===== src/rtl/systolic_pkg.sv =====
`default_nettype none
// ============================================================================
// Module      : systolic_pkg
// Description : Shared defaults, FSM encoding and width helpers for the
//               systolic matrix multiplier read-out path.
// Revision    : 1.0 - initial release
// ============================================================================
package systolic_pkg;

    localparam int unsigned c_N_DEFAULT  = 4;
    localparam int unsigned c_DW_DEFAULT = 16;

    // Result-drain FSM encoding: IDLE, WAIT, CAPTURE, DRAIN
    localparam logic [1:0] c_ST_IDLE    = 2'd0;
    localparam logic [1:0] c_ST_WAIT    = 2'd1;
    localparam logic [1:0] c_ST_CAPTURE = 2'd2;
    localparam logic [1:0] c_ST_DRAIN   = 2'd3;

    function automatic int unsigned f_lat(input int unsigned n);
        return 3 * n - 2;
    endfunction

    function automatic int unsigned f_clog2_min1(input int unsigned v);
        return (v <= 2) ? 1 : $clog2(v);
    endfunction

    function automatic int unsigned f_idx_w(input int unsigned n);
        return f_clog2_min1(n * n);
    endfunction

    function automatic int unsigned f_rc_w(input int unsigned n);
        return f_clog2_min1(n);
    endfunction

endpackage
`default_nettype wire


===== src/rtl/result_snapshot.sv =====
`default_nettype none
// ============================================================================
// Module      : result_snapshot
// Description : N*N x DW register file, parallel load, one indexed read port.
// Revision    : 1.0 - initial release
// ============================================================================
module result_snapshot
    import systolic_pkg::*;
#(
    parameter int unsigned N  = c_N_DEFAULT,
    parameter int unsigned DW = c_DW_DEFAULT
) (
    input  logic                      clk,
    input  logic                      rst,
    input  logic                      i_load,
    input  logic [N*N*DW-1:0]         i_load_data,
    input  logic [f_idx_w(N)-1:0]     i_rd_idx,
    output logic [DW-1:0]             o_rd_data
);

    logic [N*N*DW-1:0] r_mem;

    always_ff @(posedge clk) begin
        if (!rst) begin
            r_mem <= '0;
        end else if (i_load) begin
            r_mem <= i_load_data;
        end
    end

    assign o_rd_data = r_mem[i_rd_idx*DW +: DW];

endmodule
`default_nettype wire


===== src/rtl/result_drain.sv =====
`default_nettype none
// ============================================================================
// Module      : result_drain
// Description : Waits the array compute latency, snapshots all PE results and
//               streams them row-major over a valid/ready interface.
// Revision    : 1.0 - initial release
// ============================================================================
module result_drain
    import systolic_pkg::*;
#(
    parameter int unsigned N   = c_N_DEFAULT,
    parameter int unsigned DW  = c_DW_DEFAULT,
    parameter int unsigned LAT = f_lat(N)
) (
    input  logic                      clk,
    input  logic                      rst,
    input  logic                      start,
    input  logic [N*N*DW-1:0]         pe_result,
    output logic [DW-1:0]             out_data,
    output logic [f_rc_w(N)-1:0]      out_row,
    output logic [f_rc_w(N)-1:0]      out_col,
    output logic                      out_valid,
    input  logic                      out_ready,
    output logic                      out_last,
    output logic                      busy,
    output logic                      done
);

    localparam int unsigned     c_IW       = f_idx_w(N);
    localparam int unsigned     c_RW       = f_rc_w(N);
    localparam logic [c_IW-1:0] c_LAST_IDX = c_IW'(N * N - 1);
    localparam logic [c_RW-1:0] c_LAST_RC  = c_RW'(N - 1);
    localparam logic [7:0]      c_LAT8     = 8'(LAT);

    logic [1:0]      r_state;
    logic [7:0]      r_cnt;
    logic [c_IW-1:0] r_idx;
    logic [c_RW-1:0] r_row;
    logic [c_RW-1:0] r_col;
    logic [DW-1:0]   r_data;
    logic            r_valid;
    logic            r_last;
    logic            r_done;

    logic            w_snap_load;
    logic            w_hs;
    logic [c_IW-1:0] w_rd_idx;
    logic [DW-1:0]   w_rd_data;

    assign w_snap_load = (r_state == c_ST_CAPTURE);
    assign w_hs        = r_valid && out_ready;
    // The read port looks one element ahead so out_data can stay a register
    assign w_rd_idx    = r_idx + c_IW'(1);

    result_snapshot #(
        .N  (N),
        .DW (DW)
    ) u_snapshot (
        .clk         (clk),
        .rst         (rst),
        .i_load      (w_snap_load),
        .i_load_data (pe_result),
        .i_rd_idx    (w_rd_idx),
        .o_rd_data   (w_rd_data)
    );

    always_ff @(posedge clk) begin
        if (!rst) begin
            r_state <= c_ST_IDLE;
            r_cnt   <= '0;
            r_idx   <= '0;
            r_row   <= '0;
            r_col   <= '0;
            r_data  <= '0;
            r_valid <= 1'b0;
            r_last  <= 1'b0;
            r_done  <= 1'b0;
        end else begin
            r_done <= 1'b0;
            case (r_state)
                c_ST_IDLE: begin
                    if (start) begin
                        r_state <= c_ST_WAIT;
                        r_cnt   <= 8'd1;
                    end
                end
                c_ST_WAIT: begin
                    if (r_cnt == c_LAT8) begin
                        r_state <= c_ST_CAPTURE;
                    end else begin
                        r_cnt <= r_cnt + 8'd1;
                    end
                end
                c_ST_CAPTURE: begin
                    // Element 0 bypasses the snapshot, which loads on this same edge
                    r_state <= c_ST_DRAIN;
                    r_idx   <= '0;
                    r_row   <= '0;
                    r_col   <= '0;
                    r_data  <= pe_result[DW-1:0];
                    r_valid <= 1'b1;
                    r_last  <= 1'b0;
                end
                c_ST_DRAIN: begin
                    if (w_hs) begin
                        if (r_last) begin
                            r_state <= c_ST_IDLE;
                            r_valid <= 1'b0;
                            r_last  <= 1'b0;
                            r_done  <= 1'b1;
                        end else begin
                            r_idx  <= w_rd_idx;
                            r_data <= w_rd_data;
                            r_last <= (w_rd_idx == c_LAST_IDX);
                            if (r_col == c_LAST_RC) begin
                                r_col <= '0;
                                r_row <= r_row + c_RW'(1);
                            end else begin
                                r_col <= r_col + c_RW'(1);
                            end
                        end
                    end
                end
                default: begin
                    r_state <= c_ST_IDLE;
                end
            endcase
        end
    end

    assign out_data  = r_data;
    assign out_row   = r_row;
    assign out_col   = r_col;
    assign out_valid = r_valid;
    assign out_last  = r_last;
    assign busy      = (r_state != c_ST_IDLE);
    assign done      = r_done;

endmodule
`default_nettype wire


===== config.mk =====
export PLATFORM = sky130hd
export DESIGN_NAME = result_drain
export DESIGN_NICKNAME = d
export VERILOG_FILES = /design/src/rtl/systolic_pkg.sv /design/src/rtl/result_snapshot.sv /design/src/rtl/result_drain.sv
export SDC_FILE = /design/constraint.sdc
export NUM_CORES = 1
export LEC_CHECK = 0
export ABC_AREA = 1
export CORE_UTILIZATION = 55
export DETAILED_ROUTE_END_ITERATION = 7
export PLACE_DENSITY = 0.94
export SYNTH_ARGS = -nofsm -noshare
export SYNTH_HDL_FRONTEND = slang
export SYNTH_SLANG_ARGS = --single-unit

===== constraint.sdc =====
create_clock -name clk -period 5.7 [get_ports clk]
set_input_delay 1.71 -clock clk [delete_from_list [all_inputs] [get_ports clk]]
set_output_delay 1.71 -clock clk [all_outputs]
set_load 0.005 [all_outputs]

==> summary.txt <==
Status - completed
Grt met2 use - 54.1%
Achievable Freq - 281 MHz
Syn_area_per_cell - 6.90 µm²
Crit path max fanout - 4
Yosys warns - 0
Initial Util - 56.3%
Vias in the first global route - 12.5k
Diodes inserted - 0
Grt met3 use - 4.87%
Post-Syn Area - 0.0133 mm²
Post-CTS Setup Bufs - 0
# setup viols final - 0
Worst-skew pair later-pin latency - 0.55 ns
Clock slew at reported path FFs - 0.06 ns
Worst EP required - 3.99 ns
Initial antenna violation count - 0
Post-route ant nets - 0
Critical path endpoint - busy
CTS sink count - 293
HPWL Detailed - 27.8 mm
WP data arrival - 1.85 ns
# hold bufs at CTS - 0
CP Launch Type - flip-flop
Layout area overhead - 28.4%
I/O pin cnt - 284
Number of synthesized flops with an enable pin - 0
Die area - 0.0248 mm²
Most used flip-flop cell after synthesis - dfxtp_1
TritonCTS Buffers - 30
Cts repair resizes - 0
Max-slew violations - 0
First-pass GRT wire length - 62.6 mm
Synth Net Count - 2196
Peak supply drop - 0.000263 V
CTS tree - done
Cell Rows - 56
Crit path largest cell delay - 0.52 ns
Non-Filler Instances - 2451
Crit path depth - 4
Die Width - 157 µm
Slew headroom - 17.8%
Buf+Inv Stages, Crit Path - 3
Post-Synthesis Cells - 1926
DR DRC count - 0
Cells after DPL - 2396
RePlAce Congestion - 0.939
Launching point of the worst reg2reg path - r_state[0]$_SDFFE_PN0P_
Cell leakage power - 6.81 nW
Reg-to-Reg End - out_col[0]$_SDFFE_PN0P_
Register area share after synthesis - 44.1%
Crit path time final - 3.56 ns
Fill cell count - 1753
Largest net degree at the start of global routing - 264
Share of cells above drive strength 1 - 4.36%
Busiest grt layer - met2
Total GRT Usage - 32.2%
RSZ-0062 raised after global routing - no
Routed WL - 41.1 mm
Nets - 2379
GRT overflow - 0
Clk root buf - clkbuf_16
Worst Reg-to-Reg Cells - 10
Critical path's top delay family - buffers and inverters
FFs w/ async S/R, synth - 0%
Hold crit path type - flip-flop to flip-flop
Fin. Hold Viols - 0
Fin crit share - 62.5%
TNS Setup - 0 ns
H-tree depth - 1
I/O Buffers - 283
Worst-Margin Slew - 1.23 ns
Clock skew - 0.0102 ns
#FFs+latches synth - 293
Ratio of total power to cell area - 418 mW/mm²
Clk buf depth - 3
CP Cell Sequence - inv_1 -> ha_1 -> inv_1 -> clkdlybuf4s50_1
Netlist cell types - 31
Wire length per cell - 16.8 µm
R2R Setup Slk - 2.23 ns
DR vias/cell - 5.56
Met1 Use GR - 40.2%
First-pass DRT Iterations - 6
Core area - 0.0236 mm²
Crit path kind - flip-flop to output pin
Crit path top cell by count - inv_1
Crit. End Element - output pin
CP max stage cell - clkdlybuf4s50_1
Total number of vias - 13.6k
Max Cap Viol - 0
Crit path from - r_state[0]$_SDFFE_PN0P_
Die height - 157 µm
Initial drt markers - 1706
==> flip-flops by register name (all words and copies together), names as in the netlist <==
name	cells
u_snapshot.r_mem	256
out_data	16
r_cnt	8
r_idx	4
out_col	2
out_row	2
r_state	2
done	1
out_last	1
out_valid	1
==> worst min-delay path, stage by stage (launching register included) <==
cell and delay, ns:
dfxtp_1 0.30, inv_1 0.06, a21oi_1 0.06
==> how the worst min path moves through the flow <==
| stage | from | to | slack, ns | depth (start not counted) |
|---|---|---|---|---|
| 6_report | u_snapshot.r_mem[172]$_SDFFE_PN0P_ | u_snapshot.r_mem[172]$_SDFFE_PN0P_ | 0.45 | 2 |
| 5_1_grt | u_snapshot.r_mem[105]$_SDFFE_PN0P_ | u_snapshot.r_mem[105]$_SDFFE_PN0P_ | 0.47 | 2 |
| 4_1_cts | u_snapshot.r_mem[172]$_SDFFE_PN0P_ | u_snapshot.r_mem[172]$_SDFFE_PN0P_ | 0.46 | 2 |
| 3_5_place_dp | u_snapshot.r_mem[172]$_SDFFE_PN0P_ | u_snapshot.r_mem[172]$_SDFFE_PN0P_ | 0.45 | 2 |
| 3_3_place_gp | u_snapshot.r_mem[219]$_SDFFE_PN0P_ | u_snapshot.r_mem[219]$_SDFFE_PN0P_ | 0.44 | 2 |
| 2_1_floorplan | u_snapshot.r_mem[219]$_SDFFE_PN0P_ | u_snapshot.r_mem[219]$_SDFFE_PN0P_ | 0.43 | 2 |
==> routing by layer <==
layer | vias to the layer above | routed length (µm)
met2 | 733 | 19300
met5 | - | 0
met1 | 6171 | 16300
met3 | 131 | 3480
li1 | 6592 | -
met4 | 0 | 2050
==> through the flow <==
step           power (mW)  hold slack, ns  instance area [µm²]  util, %  setup slack [ns]
2_1_floorplan        4.41           0.429                13300        -              3.05
3_3_place_gp         4.97           0.439                16000     67.9              1.85
3_5_place_dp         5.09           0.447                16000     67.9              1.81
4_1_cts              7.12           0.456                17100     72.3              2.12
5_1_grt              7.55           0.470                17100     72.3              1.82
6_report             7.14           0.454                17100     72.3              2.14
==> synth_stat cells (5+ instances only) <==
master    instances  share of area (%)
nand3_1         225                8.5
a21oi_1         278                 10
inv_1           271                7.7
ha_1             10               0.94
dfxtp_1         293                 44
clkbuf_1        105                3.0
buf_2            32                1.2
nor2_1           82                2.3
inv_2             5               0.14
nand2_1         318                9.0
buf_4             5               0.28
a21oi_2           8               0.53
o21ai_0         263                9.9
==> cell families (layout without fill, tap and decap cells) <==
kind of cell | after synthesis | count (layout) | share of synthesized area [%]
adder cells (fa/ha/maj) | 10 | 10 | 0.941
flip-flops | 293 | 293 | 44.1
AND/OR/NAND/NOR | 638 | 638 | 20.5
buffers and inverters | 421 | 627 | 12.4
XOR/XNOR | 8 | 8 | 0.725
AO/OA/AOI/OAI | 556 | 556 | 21.3
==> area by class of cell <==
cell class / count / area (µm²) / share of cell area [%]
Sequential cell: 293 / 5870 / 34.4
Inverter: 277 / 1050 / 6.14
Clock buffer: 40 / 900 / 5.27
Multi-Input combinational cell: 1212 / 5790 / 33.9
Timing Repair Buffer: 295 / 2940 / 17.2
Clock inverter: 15 / 133 / 0.777
Tap cell: 319 / 399 / 2.34
==> power breakdown <==
| group | leakage, nW | switching, mW | internal [mW] | total, mW |
|---|---|---|---|---|
| combinational | 3.90 | 1.34 | 0.798 | 2.14 |
| clock | 0.515 | 0.822 | 1.19 | 2.01 |
| sequential | 2.40 | 0.239 | 2.75 | 2.99 |
| total | 6.81 | 2.40 | 4.74 | 7.14 |
==> placed cells by master, fill, tap and decap left out, drive strengths merged <==
master / instances
a21oi: 286
nand2: 318
clkinvlp: 3
a211oi: 1
o21ai: 265
buf: 13
o31ai: 1
ha: 10
dfxtp: 293
nand4: 4
clkinv: 12
xor2: 4
inv: 275
nand3: 228
a31oi: 1
clkbuf: 40
o211a: 2
bufinv: 2
xnor2: 4
nor2: 84
nor4: 1
clkdlybuf4s50: 282
nor3: 3
No activity file was read; power rests on OpenSTA's default activity.
